**src/rtl/vga_timing_detect.sv**
```systemverilog
// Measures incoming hsync/vsync/de timing at pixel rate and locks once two
// consecutive frames measure identically; emits line/frame leading-edge strobes.
module vga_timing_detect #(
  parameter bit SYNC_POL = 1'b0,
  parameter int CNT_W    = 16
) (
  input  logic             clk,
  input  logic             reset,
  input  logic             pix_en,
  input  logic             hsync_in,
  input  logic             vsync_in,
  input  logic             de_in,
  output logic [CNT_W-1:0] h_total,
  output logic [CNT_W-1:0] h_active,
  output logic [CNT_W-1:0] v_total,
  output logic [CNT_W-1:0] v_active,
  output logic             locked,
  output logic             frame_start,
  output logic             line_start
);

  localparam logic [CNT_W-1:0] CMAX = '1;
  localparam logic [CNT_W-1:0] ONE  = CNT_W'(1);

  typedef enum logic [1:0] {SEARCH, MEASURE, VERIFY, LOCKED} state_t;

  function automatic logic [CNT_W-1:0] sat_inc(input logic [CNT_W-1:0] v);
    return (v == CMAX) ? v : v + ONE;
  endfunction

  state_t           state;
  logic             hs_q, vs_q;
  logic [CNT_W-1:0] hcnt, hde, vcnt, vact;
  logic [CNT_W-1:0] ref_len, last_len, last_act;
  logic             ref_vld, cons;
  logic [CNT_W-1:0] cand_len, cand_act, cand_vcnt, cand_vact;

  logic             h_edge, v_edge, sat, line_bad;
  logic [CNT_W-1:0] f_len, f_act, f_vact;
  logic             f_cons, f_eq_cand, f_eq_out;

  assign h_edge = (hsync_in == SYNC_POL) && (hs_q != SYNC_POL);
  assign v_edge = (vsync_in == SYNC_POL) && (vs_q != SYNC_POL);
  assign sat    = (hcnt == CMAX) || (hde == CMAX) || (vcnt == CMAX) || (vact == CMAX);

  // Frame summary as seen at a vsync edge: a coincident hsync edge closes its line first.
  assign f_len     = h_edge ? hcnt : last_len;
  assign f_act     = (h_edge && hde != '0) ? hde : last_act;
  assign f_vact    = (h_edge && hde != '0) ? sat_inc(vact) : vact;
  assign f_cons    = cons && (!h_edge || !ref_vld || hcnt == ref_len);
  assign f_eq_cand = (f_len == cand_len) && (f_act == cand_act) &&
                     (vcnt == cand_vcnt) && (f_vact == cand_vact);
  assign f_eq_out  = (f_len == h_total) && (f_act == h_active) &&
                     (vcnt == v_total) && (f_vact == v_active);
  assign line_bad  = h_edge && (hcnt != h_total);

  // Sample registers reset to the active level so a sync held active through reset is not an edge.
  always_ff @(posedge clk or posedge reset) begin
    if (reset) begin
      hs_q        <= SYNC_POL;
      vs_q        <= SYNC_POL;
      hcnt        <= '0;
      hde         <= '0;
      vcnt        <= '0;
      vact        <= '0;
      ref_len     <= '0;
      ref_vld     <= 1'b0;
      cons        <= 1'b0;
      last_len    <= '0;
      last_act    <= '0;
      line_start  <= 1'b0;
      frame_start <= 1'b0;
    end else begin
      line_start  <= pix_en && h_edge;
      frame_start <= pix_en && v_edge;
      if (pix_en) begin
        hs_q <= hsync_in;
        vs_q <= vsync_in;
        if (h_edge) begin
          hcnt     <= ONE;
          hde      <= de_in ? ONE : '0;
          last_len <= hcnt;
        end else begin
          hcnt <= sat_inc(hcnt);
          if (de_in) hde <= sat_inc(hde);
        end
        if (v_edge) begin
          vcnt     <= h_edge ? ONE : '0;
          vact     <= '0;
          cons     <= 1'b1;
          ref_vld  <= 1'b0;
          last_act <= '0;
        end else if (h_edge) begin
          vcnt <= sat_inc(vcnt);
          vact <= f_vact;
          if (hde != '0) last_act <= hde;
          if (!ref_vld) begin
            ref_len <= hcnt;
            ref_vld <= 1'b1;
          end else if (hcnt != ref_len) begin
            cons <= 1'b0;
          end
        end
      end
    end
  end

  always_ff @(posedge clk or posedge reset) begin
    if (reset) begin
      state     <= SEARCH;
      locked    <= 1'b0;
      h_total   <= '0;
      h_active  <= '0;
      v_total   <= '0;
      v_active  <= '0;
      cand_len  <= '0;
      cand_act  <= '0;
      cand_vcnt <= '0;
      cand_vact <= '0;
    end else if (pix_en) begin
      if (sat) begin
        state  <= SEARCH;
        locked <= 1'b0;
      end else if (v_edge) begin
        case (state)
          SEARCH: state <= MEASURE;
          MEASURE: begin
            cand_len  <= f_len;
            cand_act  <= f_act;
            cand_vcnt <= vcnt;
            cand_vact <= f_vact;
            if (f_cons) state <= VERIFY;
          end
          VERIFY: begin
            if (f_cons && f_eq_cand) begin
              state    <= LOCKED;
              locked   <= 1'b1;
              h_total  <= cand_len;
              h_active <= cand_act;
              v_total  <= cand_vcnt;
              v_active <= cand_vact;
            end else begin
              cand_len  <= f_len;
              cand_act  <= f_act;
              cand_vcnt <= vcnt;
              cand_vact <= f_vact;
            end
          end
          LOCKED: begin
            // A bad closing line drops to SEARCH, and this same vsync edge then starts MEASURE.
            if (line_bad) begin
              locked <= 1'b0;
              state  <= MEASURE;
            end else if (!(f_cons && f_eq_out)) begin
              locked    <= 1'b0;
              state     <= VERIFY;
              cand_len  <= f_len;
              cand_act  <= f_act;
              cand_vcnt <= vcnt;
              cand_vact <= f_vact;
            end
          end
        endcase
      end else if (state == LOCKED && line_bad) begin
        locked <= 1'b0;
        state  <= SEARCH;
      end
    end
  end

endmodule

```
**config.mk**
```make
export PLATFORM = sky130hd
export DESIGN_NAME = vga_timing_detect
export DESIGN_NICKNAME = d
export VERILOG_FILES = /design/src/rtl/vga_timing_detect.sv
export SDC_FILE = /design/constraint.sdc
export NUM_CORES = 1
export LEC_CHECK = 0
export ABC_AREA = 1
export BUFFER_PORTS_ARGS = -buffer_cell sky130_fd_sc_hd__buf_2
export CAP_MARGIN = 20
export CORE_AREA = 2 2 203 205
export DETAILED_ROUTE_END_ITERATION = 6
export DIE_AREA = 0 0 205 207
export GPL_TIMING_DRIVEN = 0
export PLACE_DENSITY_LB_ADDON = 0.15
export SYNTH_ARGS = -nofsm -noshare
export SYNTH_HDL_FRONTEND = slang
export SYNTH_SLANG_ARGS = --single-unit
```
**constraint.sdc**
```tcl
create_clock -name clk -period 12.9 [get_ports clk]
set_input_delay 1.29 -clock clk [delete_from_list [all_inputs] [get_ports clk]]
set_output_delay 1.29 -clock clk [all_outputs]
set_load 0.005 [all_outputs]
```
# After elaboration in Yosys (flattened, before gate mapping)
# Index checks and enable logic that the tools add are counted.
# word_totals
inputBits	6
ff_bits	249
out_inout_bits	67
# op_classes
reduce_logical	43
n_mux	56
n_eq_ne	28
add_sub_neg	4
bitwise_logic	5
# op_table
op	count
$mux 16	29
$pmux 16 s3	4
$eq 16x16->1	9
$add 16x1->16 const B	4
$eq 16x16->1 const B	4
$ne 16x16->1	2
$logic_and 1x1->1	16
$reduce_bool 16->1	1
$reduce_and 5->1	3
$mux 1	14
$mux 2	7
$ne 2x2->1 const B	6
$reduce_bool 2->1	5
$reduce_and 3->1	3
$ne 4x4->1 const B	2
$pmux 2 s4	1
$reduce_and 4->1	2
$reduce_and 7->1	1
$reduce_bool 3->1	2
$logic_or 1x1->1	5
$ne 5x5->1 const B	1
$not 1->1	5
$eq 2x2->1 const B	2
$ne 4x1->1 const B	1
other kinds (5)	7

# Depth between registers and ports, before layout
# Gate-level depths: netlist of the first run.
# depth
depth_word	14
mapped_depth	23
ltp_nobuf	22

# Worst setup path after synthesis of the first run
# OpenSTA, ideal clock, no wires.
# synth_timing
path_kind	input port to flip-flop
start	input port hsync_in
end	register v_active[13]
stages	18
t_arrival_ns	3.222
path_buffers	3
setup_ns	0.118
slack_ns	9.560
cell_sequence	inv_2 nand2_2 buf_4 o21ai_1 xnor2_1 nand2_1 nor3_1 nand3_1 nor2_1 nand2_1 nor2_1 nand2_1 nor2_1 nand4_2 buf_2 buf_6 nand2_1 nand2_1
# synth_via
elab_chain_len	10
elab_cells_between_ends	18
classes_between	3 x eq/ne; 3 x mux; 1 x bitwise; 11 x reduce/logical
# synth_rtl
element	line	text
start, declared	10	input logic hsync_in,
$not 1->1 *	42	assign h_edge = (hsync_in == SYNC_POL) && (hs_q != SYNC_POL);
$logic_and 1x1->1 *	42	
$logic_and 1x1->1	48, 49	
$mux 16	48	assign f_act = (h_edge && hde != '0) ? hde : last_act;
$eq 16x16->1	51	assign f_eq_cand = (f_len == cand_len) && (f_act == cand_act) &&
$logic_and 1x1->1 (2 in series)	51	
$logic_and 1x1->1	52	(vcnt == cand_vcnt) && (f_vact == cand_vact);
$logic_and 1x1->1 *	135	if (f_cons && f_eq_cand) begin
$reduce_and 5->1 (no source line) *	n/a	
end signal, assigned	141	v_active <= cand_vact;
end, declared	16	output logic [CNT_W-1:0] v_active,
# Mark *: on every way between the ends. The rest lies on a longest branch, timed or not.
# A chain may end at the register's enable or synchronous reset.

# Final worst setup path of the first run
# layout_timing
start	input port hsync_in
end	register cand_len[2]
# layout_via
elab_chain_len	11
elab_cells_between_ends	33
classes_between	9 x eq/ne; 7 x mux; 1 x bitwise; 16 x reduce/logical
# layout_rtl
element	line	text
$not 1->1 *	42	
$logic_and 1x1->1 *	42	
$logic_and 1x1->1	48, 49	
$mux 16	48	
$eq 16x16->1, on equally long branches	53, 51	
$logic_and 1x1->1, on equally long branches (2 in series)	53, 51	
$logic_and 1x1->1, on equally long branches	54, 52	
$logic_and 1x1->1, on equally long branches	154, 135	
$ne 2x2->1 (no source line)	n/a	
$reduce_and 7->1 (no source line)	n/a	
end signal, assigned	128	cand_len <= f_len;
end signal, assigned	143	cand_len <= f_len;
end signal, assigned	157	cand_len <= f_len;
end, declared	36	logic [CNT_W-1:0] cand_len, cand_act, cand_vcnt, cand_vact;
# Mark *: on every way between the ends. The rest lies on a longest branch, timed or not. The select of a mux whose other input is x is not followed.

==> summary by stage, run 1 <==
Cells and area
The share of layout cells above drive strength 1 is 7.63%. The utilization after layout is 40.3%. Summing all flip-flop and latch instances after layout gives 0.00623 mm^2. The area growth from synthesis to layout is 13.7%. The total inserted antenna cells is 0. The post-route cell area is 0.0163 mm^2.

Summing all multi-input logic gate instances after layout gives 0.00682 mm^2. The net count of the finished layout is 2142. After filler insertion, the fill cell instance count of the layout stands at 4347.

Critical path
The setup check on the worst reg-to-reg path leaves a slack of 9.11 ns. The critical path launch point is hsync_in. STA puts the critical path data required time at 13.36 ns. The endpoint identified for the worst register-to-register timing path is h_active[4]$_DFFE_PP0P_. STA classifies the critical path endpoint as a register. The arrival time at the worst endpoint is 4.47 ns. By startpoint and endpoint, the worst setup path is classified as input port to register. The worst register-to-register path has a depth of 20. The capture point of the worst path is cand_len[2]$_DFFE_PP0P_. The maximum fanout along the worst path is 10.

The startpoint identified for the worst register-to-register timing path is hde[0]$_DFFE_PP0P_. The type of element launching the critical path is an input port.

Yosys
The number of warning messages in the yosys log is 0. Synthesis produced a netlist with a net count of 2037. Of all flip-flops after synthesis, the portion carrying an async set or reset was 100%.

The mapped netlist covers 0.0143 mm^2. The most instantiated flip-flop cell in the synthesis netlist is sky130_fd_sc_hd__dfrtp_1. The synthesized netlist cell count is 2026.

Summing the sequential cell areas from Yosys gives 43.5% of the chip area. The average instance in the mapped netlist occupies 7.06 um^2. The register bit total from synthesis is 249. The count of different cell masters after synthesis is 38. The synthesized design contains 0 enable-type register cells.

Detailed routing
The number of DRC markers in iteration 0 is 1077. The final layout contains routed wiring with a total length of 47300 um. In the routed design, unresolved DRC markers number 0. The total iterations of the first detailed-routing run is 5.

The average wire per standard cell is 17.6 um. The detailed-route vias per instance is 5.00. Across all layers, the routed design uses 13400 vias. The post-detailed-route count of antenna-violating nets is 0.

Power
The static leakage power is 7.98 nW. Of the total power, the share spent switching nets is 37.3%. The clock share of power is 30.8%. For this design the ratio of total power to cell area is 156 mW/mm^2. Combinational logic burns 28.9% of the power. The peak supply drop is 0.0000965 V. Internal power comes to 1.59 mW. The switching component of the power is 0.944 mW.

Sequential cells burn 40.3% of the power.

Min path
The worst hold path belongs to the class register to register.

Clocking
Clock-pin slew was measured on the worst setup and hold paths at 0.06 ns. CTS built an H-tree with a depth of 1. The number of gates resized after CTS was 0. The tree is rooted in a sky130_fd_sc_hd__clkbuf_16. Clock tree synthesis inserted a total of 29 buffers.

TritonCTS built the clock tree. The largest buffer count on any clock path is 3. The number of setup buffers added after CTS is 0.

For this design, the CTS-stage hold fixing added 0 buffers. For the worst-skew pair, the clock arrives at the later sink with an insertion delay of 0.59 ns. The CTS sink count is 249.

Outcome
The flow ran to the end, and the final reports show no timing, DRC or antenna violations.

Timing
The post-layout minimum cycle time is 4.01 ns. Setup repair after global routing left no endpoint under its margin. The setup skew after layout is 0.0136 ns. For the pin with the worst max-slew slack, the measured transition is 0.835 ns. The number of pins with negative max-slew slack in the final report is 0. Setup violations remaining at the end of the flow were counted as 0.

For this run, the top clock speed supported by timing is 249 MHz. The hold violation total from the final report is 0. The final setup TNS is 0 ns.

In this run the tightest slew margin relative to its limit is 44.3%. Across all setup checks in the final design, the least slack found is 8.89 ns. The share of the clock period used by the worst path is 31.1%.

Job
Max-cap violations in this run came to 0.

GRT
For this run the aggregate overflow at the end of global routing stands at 0. The via count of the first global-routing pass was 12700. The first-pass GRT wire length is 74400 um.

The initial antenna violation count is 0. The largest net degree at the start of global routing is 107. In the global route stage, overall resource usage came out at 22.4%.

Place
Summing all placed instances gives a cell area of 0.0154 mm^2. The placed wire-length estimate after detailed placement is 36000 um. At the end of routability-driven placement, the weighted congestion stood at 0.904. The count of buffers from port buffering is 72. The post-placement setup slack is 8.25 ns.

Die
The die height is 207 um. The die width is 205 um. The die footprint is 0.0424 mm^2. The initial core utilization is 35.5%. The core region is 0.0404 mm^2.

During I/O placement, the number of pins put on the boundary was 73. The floorplan has 74 rows.
-- metal layers --
layer,vias to the layer above,part of all wire [%],routed length [um],GRT usage (%)
met2,283,45,21200,35.1
met1,6360,48,22900,32.7
met3,60,4.5,2130,3.19
met4,0,2.3,1070,5.06
li1,6702,-,-,-
met5,-,0,0,0
-- layout by cell type, fill, tap and decap left out, types with 33 or more instances in the layout --
cell type and count:
sky130_fd_sc_hd__buf_2 89, sky130_fd_sc_hd__clkbuf_1 42, sky130_fd_sc_hd__dfrtp_1 249, sky130_fd_sc_hd__inv_1 229, sky130_fd_sc_hd__nand2_1 690, sky130_fd_sc_hd__nand3_1 194
sky130_fd_sc_hd__nor2_1 150, sky130_fd_sc_hd__nor3_1 33, sky130_fd_sc_hd__o21ai_0 95, sky130_fd_sc_hd__o21ai_1 89, sky130_fd_sc_hd__xnor2_1 41
-- cells by family after synthesis --
logic type	Yosys count	synth area share, %
buffers and inverters	309	8.80
XOR/XNOR	69	4.22
AO/OA/AOI/OAI	257	9.59
AND/OR/NAND/NOR	1137	33.4
adder cells (fa/ha/maj)	5	0.437
flip-flops	249	43.5
-- critical path: stages --
cell,delay [ns]
sky130_fd_sc_hd__buf_2,0.13
sky130_fd_sc_hd__nor2_4,0.26
sky130_fd_sc_hd__buf_4,0.25
sky130_fd_sc_hd__clkbuf_1,0.54
sky130_fd_sc_hd__nand3_1,0.16
sky130_fd_sc_hd__nand3_1,0.12
sky130_fd_sc_hd__nand2_1,0.05
sky130_fd_sc_hd__nor2_1,0.20
sky130_fd_sc_hd__nand2_1,0.08
sky130_fd_sc_hd__nor2_1,0.13
sky130_fd_sc_hd__nand3_1,0.16
sky130_fd_sc_hd__nor2_1,0.21
sky130_fd_sc_hd__nand3_1,0.10
sky130_fd_sc_hd__nand3_1,0.11
sky130_fd_sc_hd__buf_4,0.21
sky130_fd_sc_hd__buf_2,0.34
sky130_fd_sc_hd__o21ai_1,0.10
-- worst min-delay path by stage --
stage / startpoint / to / slack (ns) / cells after the start
3_5_place_dp: cand_vact[15]$_DFFE_PP0P_ / cand_vact[15]$_DFFE_PP0P_ / 0.47 / 2
6_report: last_len[4]$_DFFE_PP0P_ / last_len[4]$_DFFE_PP0P_ / 0.48 / 2
2_1_floorplan: cand_vact[15]$_DFFE_PP0P_ / cand_vact[15]$_DFFE_PP0P_ / 0.45 / 2
3_3_place_gp: cand_vact[15]$_DFFE_PP0P_ / cand_vact[15]$_DFFE_PP0P_ / 0.47 / 2
5_1_grt: last_len[0]$_DFFE_PP0P_ / last_len[0]$_DFFE_PP0P_ / 0.52 / 2
4_1_cts: cand_vact[15]$_DFFE_PP0P_ / cand_vact[15]$_DFFE_PP0P_ / 0.49 / 2
-- stage by stage --
stage | hold WS [ns] | cells | power, mW
4_1_cts | 0.489 | 2681 | 2.55
3_5_place_dp | 0.474 | 2632 | 1.76
6_report | 0.484 | 2681 | 2.53
2_1_floorplan | 0.453 | 2026 | 1.53
3_3_place_gp | 0.467 | 2630 | 1.75
5_1_grt | 0.521 | 2681 | 2.71
-- Yosys cell counts, types with 2 or more instances --
library cell                 n  share of area, %
sky130_fd_sc_hd__dfrtp_1   249                44
sky130_fd_sc_hd__nor3b_1     8              0.42
sky130_fd_sc_hd__a31oi_1     2             0.087
sky130_fd_sc_hd__and2_1      2             0.087
sky130_fd_sc_hd__nand2_2     2             0.087
sky130_fd_sc_hd__nand3b_1   22               1.2
sky130_fd_sc_hd__buf_6       4              0.31
sky130_fd_sc_hd__inv_2       6              0.16
sky130_fd_sc_hd__nor2_2      3              0.13
sky130_fd_sc_hd__nand2_1   690                18
sky130_fd_sc_hd__nor3_1     33               1.2
sky130_fd_sc_hd__o21ai_1    89               3.1
sky130_fd_sc_hd__nor2_1    150               3.9
sky130_fd_sc_hd__o22ai_1    26               1.1
sky130_fd_sc_hd__ha_1        5              0.44
sky130_fd_sc_hd__xnor2_1    41               2.5
sky130_fd_sc_hd__clkbuf_1   34              0.89
sky130_fd_sc_hd__clkinv_1    4              0.10
sky130_fd_sc_hd__a211oi_1    2              0.10
sky130_fd_sc_hd__or2_1       2             0.087
sky130_fd_sc_hd__o31ai_1     2              0.10
sky130_fd_sc_hd__nor2_4      2              0.16
sky130_fd_sc_hd__inv_1     230               6.0
sky130_fd_sc_hd__nand4_1    20              0.87
sky130_fd_sc_hd__o21ai_0    95               3.3
sky130_fd_sc_hd__nor4_1      6              0.26
sky130_fd_sc_hd__xor2_1     28               1.7
sky130_fd_sc_hd__o21bai_1    3              0.16
sky130_fd_sc_hd__nand3_1   194               6.8
sky130_fd_sc_hd__or2_0       2             0.087
sky130_fd_sc_hd__a21oi_1    29               1.0
sky130_fd_sc_hd__buf_4      13              0.68
sky130_fd_sc_hd__a221oi_1    7              0.43
sky130_fd_sc_hd__buf_2      17              0.59
-- power by group through the flow --
stage	clock network (mW)	registers, mW	logic (mW)
2_1_floorplan	0	0.997	0.535
3_3_place_gp	0	1.03	0.720
3_5_place_dp	0	1.03	0.728
4_1_cts	0.802	1.02	0.732
5_1_grt	0.831	1.04	0.835
6_report	0.781	1.02	0.731
-- final cells by class --
class / instances / area share (%)
clock inverters: 8 / 0.338
inverters: 240 / 5.58
flip-flops and latches: 249 / 38.3
multi-input cells: 1468 / 41.9
well taps: 532 / 4.09
plain buffers: 69 / 2.21
clock buffers: 41 / 4.98
repair buffers: 74 / 2.55
Note: power is estimated with default switching activity, not from simulation.
==> inputs of run 2 (changes only) <==
--- a/config.mk
+++ b/config.mk
@@ -5,12 +5,12 @@
 export SDC_FILE = /design/constraint.sdc
 export NUM_CORES = 1
 export LEC_CHECK = 0
-export ABC_AREA = 1
+export ABC_AREA = 0
 export BUFFER_PORTS_ARGS = -buffer_cell sky130_fd_sc_hd__buf_2
 export CAP_MARGIN = 20
-export CORE_AREA = 2 2 203 205
+export CORE_AREA = 2 2 208 210
 export DETAILED_ROUTE_END_ITERATION = 6
-export DIE_AREA = 0 0 205 207
+export DIE_AREA = 0 0 210 212
 export GPL_TIMING_DRIVEN = 0
 export PLACE_DENSITY_LB_ADDON = 0.15
 export SYNTH_ARGS = -nofsm -noshare
==> constraint.sdc (replaced) <==
create_clock -name clk -period 3.6 [get_ports clk]
set_input_delay 0.36 -clock clk [delete_from_list [all_inputs] [get_ports clk]]
set_output_delay 0.36 -clock clk [all_outputs]
set_load 0.005 [all_outputs]
==> run 2 against run 1 <==
Against the previous run:
- the flow now finishes with violations (setup timing)
- clock skew grew 0.012 ns
- clock-buffer cell count grew 5
- sequential power grew to 3.3 times the previous value
- critical path type is now register to register
- utilization grew 5.0 points
- total power grew to 3.7 times the previous value
- sequential cell count is the same
- critical path depth grew 1
- largest cell class unchanged
==> summary by stage, run 2 <==
Critical path
Broken down by cell family, the worst path's largest delay share belongs to buffers and inverters. For the worst setup path, the data required time is 4.08 ns. Among the stages of the critical path, the cell type that occurs most often is sky130_fd_sc_hd__buf_6. The setup check on the worst reg-to-reg path leaves a slack of -0.40 ns. The endpoint of the worst-slack reg-to-reg timing path is cand_vcnt[14]$_DFFE_PP0P_. The worst setup path is captured at a register. The arrival time at the worst endpoint is 4.48 ns. STA classifies the critical path startpoint as a register. The largest single stage delay on the critical path is 0.55 ns.

The worst setup path is of the register to register kind. The critical path goes through inv_2 -> ha_4 -> nor4b_4 -> buf_4 -> and4_1 -> buf_6 -> buf_6 -> nor4_1 -> a221oi_2 -> nor4_4 -> nand4_1 -> buf_6 -> nor3_4 -> nand2_1 -> o2111a_2 -> buf_12 -> clkbuf_16 -> mux2_4. The number of cells on the worst reg-to-reg path is 18. The largest individual stage delay along the critical path comes from the cell sky130_fd_sc_hd__a221oi_2. The critical path contains buffers and inverters numbering 7 combined. The startpoint of the worst register-to-register path is hde[0]$_DFFE_PP0P_. The maximum fanout along the worst path is 10.

Outcome
The final reports fail on setup timing. The run finished, with violations left.

Detailed routing
In the routed design, unresolved DRC markers number 0. The detailed-routing wirelength on met1 is 26400 um. The final wirelength is 58500 um. The detail route stage leaves a number of antenna-violating nets equal to 0.

The met2 wirelength from detailed routing is 26500 um. The number of DRC markers in iteration 0 is 1084. The total iterations of the first detailed-routing run is 5. Summing over every cut layer, the via total after detailed routing is 12800. The detailed-route vias per instance is 5.68. The uppermost layer routed is met4. In the detailed route, the total length drawn on met3 is 3620 um. The average wire per standard cell is 25.9 um.

GRT
The first global-routing pass estimated 84500 um of wire. The initial antenna violation count came to 0. The overall overflow remaining after global route is 0.

The via count of the first global-routing pass came to 12600. Global routing used 25.6% of the available tracks. Entering global routing, the biggest net connects 40 pins.

Cells and area
The utilization after layout is 45.3%. The most common library cell in the layout ignoring fill and taps is sky130_fd_sc_hd__dfrtp_1. The number of antenna diodes in the final layout is 0. The layout net count is 1698. After the flow finishes, the layout carries non-filler instances totaling 2257.

The share of layout cells above drive strength 1 is 30.3%. The area growth from synthesis to layout is 27.8%. Leaving out fill and tap cells, the most frequent cells in the layout are sky130_fd_sc_hd__dfrtp_1, sky130_fd_sc_hd__nand2_1, sky130_fd_sc_hd__buf_2, sky130_fd_sc_hd__nor2_1.

Timing
The hold violation total from the final report is 0. The relative max-transition margin is 32.3%. For the finished layout, the period the worst path requires is 4.00 ns. The slack of the critical path is -0.401 ns.

The clock arrives with 0.0252 ns of skew. Setup repair after global routing could not meet its margin everywhere. The final number of setup-violating endpoints is 129. The maximum clock frequency is 250 MHz. The number of pins with negative max-slew slack in the final report is 0. The share of the clock period used by the worst path is 111%. The actual transition at the worst max-transition pin is 1.01 ns. The worst hold slack after final layout is 0.0307 ns.

Yosys
The number of warning messages in the yosys log is 0. The synthesized area divided by synthesized cell count is 10.0 um^2. sky130_fd_sc_hd__dfrtp_1 takes more of the synthesized area than any other cell.

The proportion of register bits with asynchronous set or reset after synthesis is 100%. The share of the synthesized area in the top cell type is 41.4%. The most instantiated flip-flop cell in the synthesis netlist is sky130_fd_sc_hd__dfrtp_1. Yosys mapped the design onto 83 distinct sky130hd cell types. The share of the yosys chip area belonging to registers is 41.4%. In this run, synthesis inferred 0 flip-flops with an integrated enable. The leading cell type by number of instances after synthesis is sky130_fd_sc_hd__dfrtp_1.

By count the netlist is led by sky130_fd_sc_hd__dfrtp_1, sky130_fd_sc_hd__nand2_1, sky130_fd_sc_hd__nor2_1. After synthesis the netlist holds a flip-flop and latch count of 249. Synthesis produced 1499 cells.

The cell area after synthesis is 0.0151 mm^2. Ranked by total cell area, the synthesized netlist is headed by sky130_fd_sc_hd__dfrtp_1, sky130_fd_sc_hd__mux2_4, sky130_fd_sc_hd__xor2_1. The synthesized net count is 1510.

Min path
The startpoint identified for the worst hold timing path is vsync_in. The tightest min-delay check is of the input port to register type. Counting instances, the worst hold path has a depth of 2. The hold path endpoint is vs_q$_DFFE_PP0P_.

Die
The die covers 0.0445 mm^2. The die width is 210 um. The I/O pin count is 73. Once the floorplan was initialized, standard cells occupied 35.4% of the core.

The core region is 0.0425 mm^2. The die height is 212 um. The standard-cell row count is 76.

Place
The post-placement setup slack is -1.59 ns. Summed over all nets, the half-perimeter wirelength after detailed placement is 41200 um. The count of buffers from port buffering is 72.

The number of placed instances with taps included is 2125. The last weighted congestion value of the routability-driven placer is 0.977.

Clocking
The TritonCTS clock tree is built. In this run, CTS created clock tree buffers numbering 31. At the later pin of the worst-skew pair, clock insertion delay measures 0.62 ns. The largest buffer count on any clock path is 3. CTS built an H-tree with a depth of 1. The tree is rooted in a sky130_fd_sc_hd__clkbuf_16. The CTS sink count is 249.

The clock slew at the register clock pins of the worst setup and hold paths is 0.06 ns.

Power
Across the VDD grid, the largest voltage drop is 0.000436 V. Dividing total power by cell area gives a power density of 491 mW/mm^2. The static leakage power is 8.89 nW.

Job
The max-cap check violation count is 0.
run 2: changes by cell type after synthesis, moves of 42 or more:
cell	before	now
sky130_fd_sc_hd__nand2_1	690	134
sky130_fd_sc_hd__mux2_4	0	80
sky130_fd_sc_hd__xor2_1	28	84
sky130_fd_sc_hd__nand3_1	194	38
sky130_fd_sc_hd__mux2i_1	0	47
sky130_fd_sc_hd__o21ai_1	89	2
sky130_fd_sc_hd__xnor2_1	41	83
sky130_fd_sc_hd__nor2_1	150	91
sky130_fd_sc_hd__inv_1	230	68
run 2: worst max path at each step:
stage	slack, ns	cells past startpoint	from	endpoint
after floorplan	-0.03	1	reset	cand_act[0]$_DFFE_PP0P_
after global placement	-1.91	2	reset	ref_len[11]$_DFFE_PP0P_
after detailed placement	-1.59	16	hsync_in	cand_vact[6]$_DFFE_PP0P_
after CTS	-0.26	17	hde[0]$_DFFE_PP0P_	cand_act[3]$_DFFE_PP0P_
after global routing	-0.45	17	hde[0]$_DFFE_PP0P_	cand_vcnt[14]$_DFFE_PP0P_
final	-0.40	18	hde[0]$_DFFE_PP0P_	cand_vcnt[14]$_DFFE_PP0P_
run 2: cell type report:
cell class | instances | area [um^2]
clock inverter | 11 | 173
timing repair buffer | 169 | 1400
clock buffer | 46 | 912
inverter | 70 | 267
tap | 546 | 683
fill | 4079 | 23200
sequential | 249 | 6240
buffer | 90 | 833
multi-input combinational | 1076 | 8750
run 2: cell families after synthesis:
family / count (synthesis) / synth area share [%]
AND/OR/NAND/NOR: 482 / 17.1
buffers and inverters: 174 / 5.56
multiplexers: 167 / 14.1
XOR/XNOR: 167 / 9.71
adder cells (fa/ha/maj): 5 / 0.415
flip-flops: 249 / 41.4
AO/OA/AOI/OAI: 255 / 11.8
run 2: layer usage:
| layer | track usage (%) | vias to the layer above |
|---|---|---|
| met2 | 41.3 | 490 |
| met5 | 0 | - |
| met3 | 3.88 | 126 |
| li1 | - | 5715 |
| met1 | 35.6 | 6483 |
| met4 | 7.51 | 0 |
run 2: through the flow:
step	total power, mW	setup TNS [ns]	area (um^2)
floorplan	4.63	-8.39	15100
global placement	5.34	-663.84	16100
detailed placement	5.37	-191.59	16300
CTS	9.07	-27.35	18200
global route	9.81	-43.48	19300
finish	9.45	-35.06	19300
run 2: what timing repair did:
item	4_1_cts	5_1_grt
setup buffers	48	31
gates resized for setup	134	120
hold buffers	1	0
setup endpoints to repair	131	131
hold endpoints to repair	20	0
gates cloned	0	9
pin swaps	25	42
run 2: power by group:
part           internal [mW]  switching, mW  leakage [nW]
Sequential              3.04          0.298          3.37
Combinational           1.23           1.55          4.99
Clock                   2.03           1.30         0.534
Total                   6.30           3.15          8.89
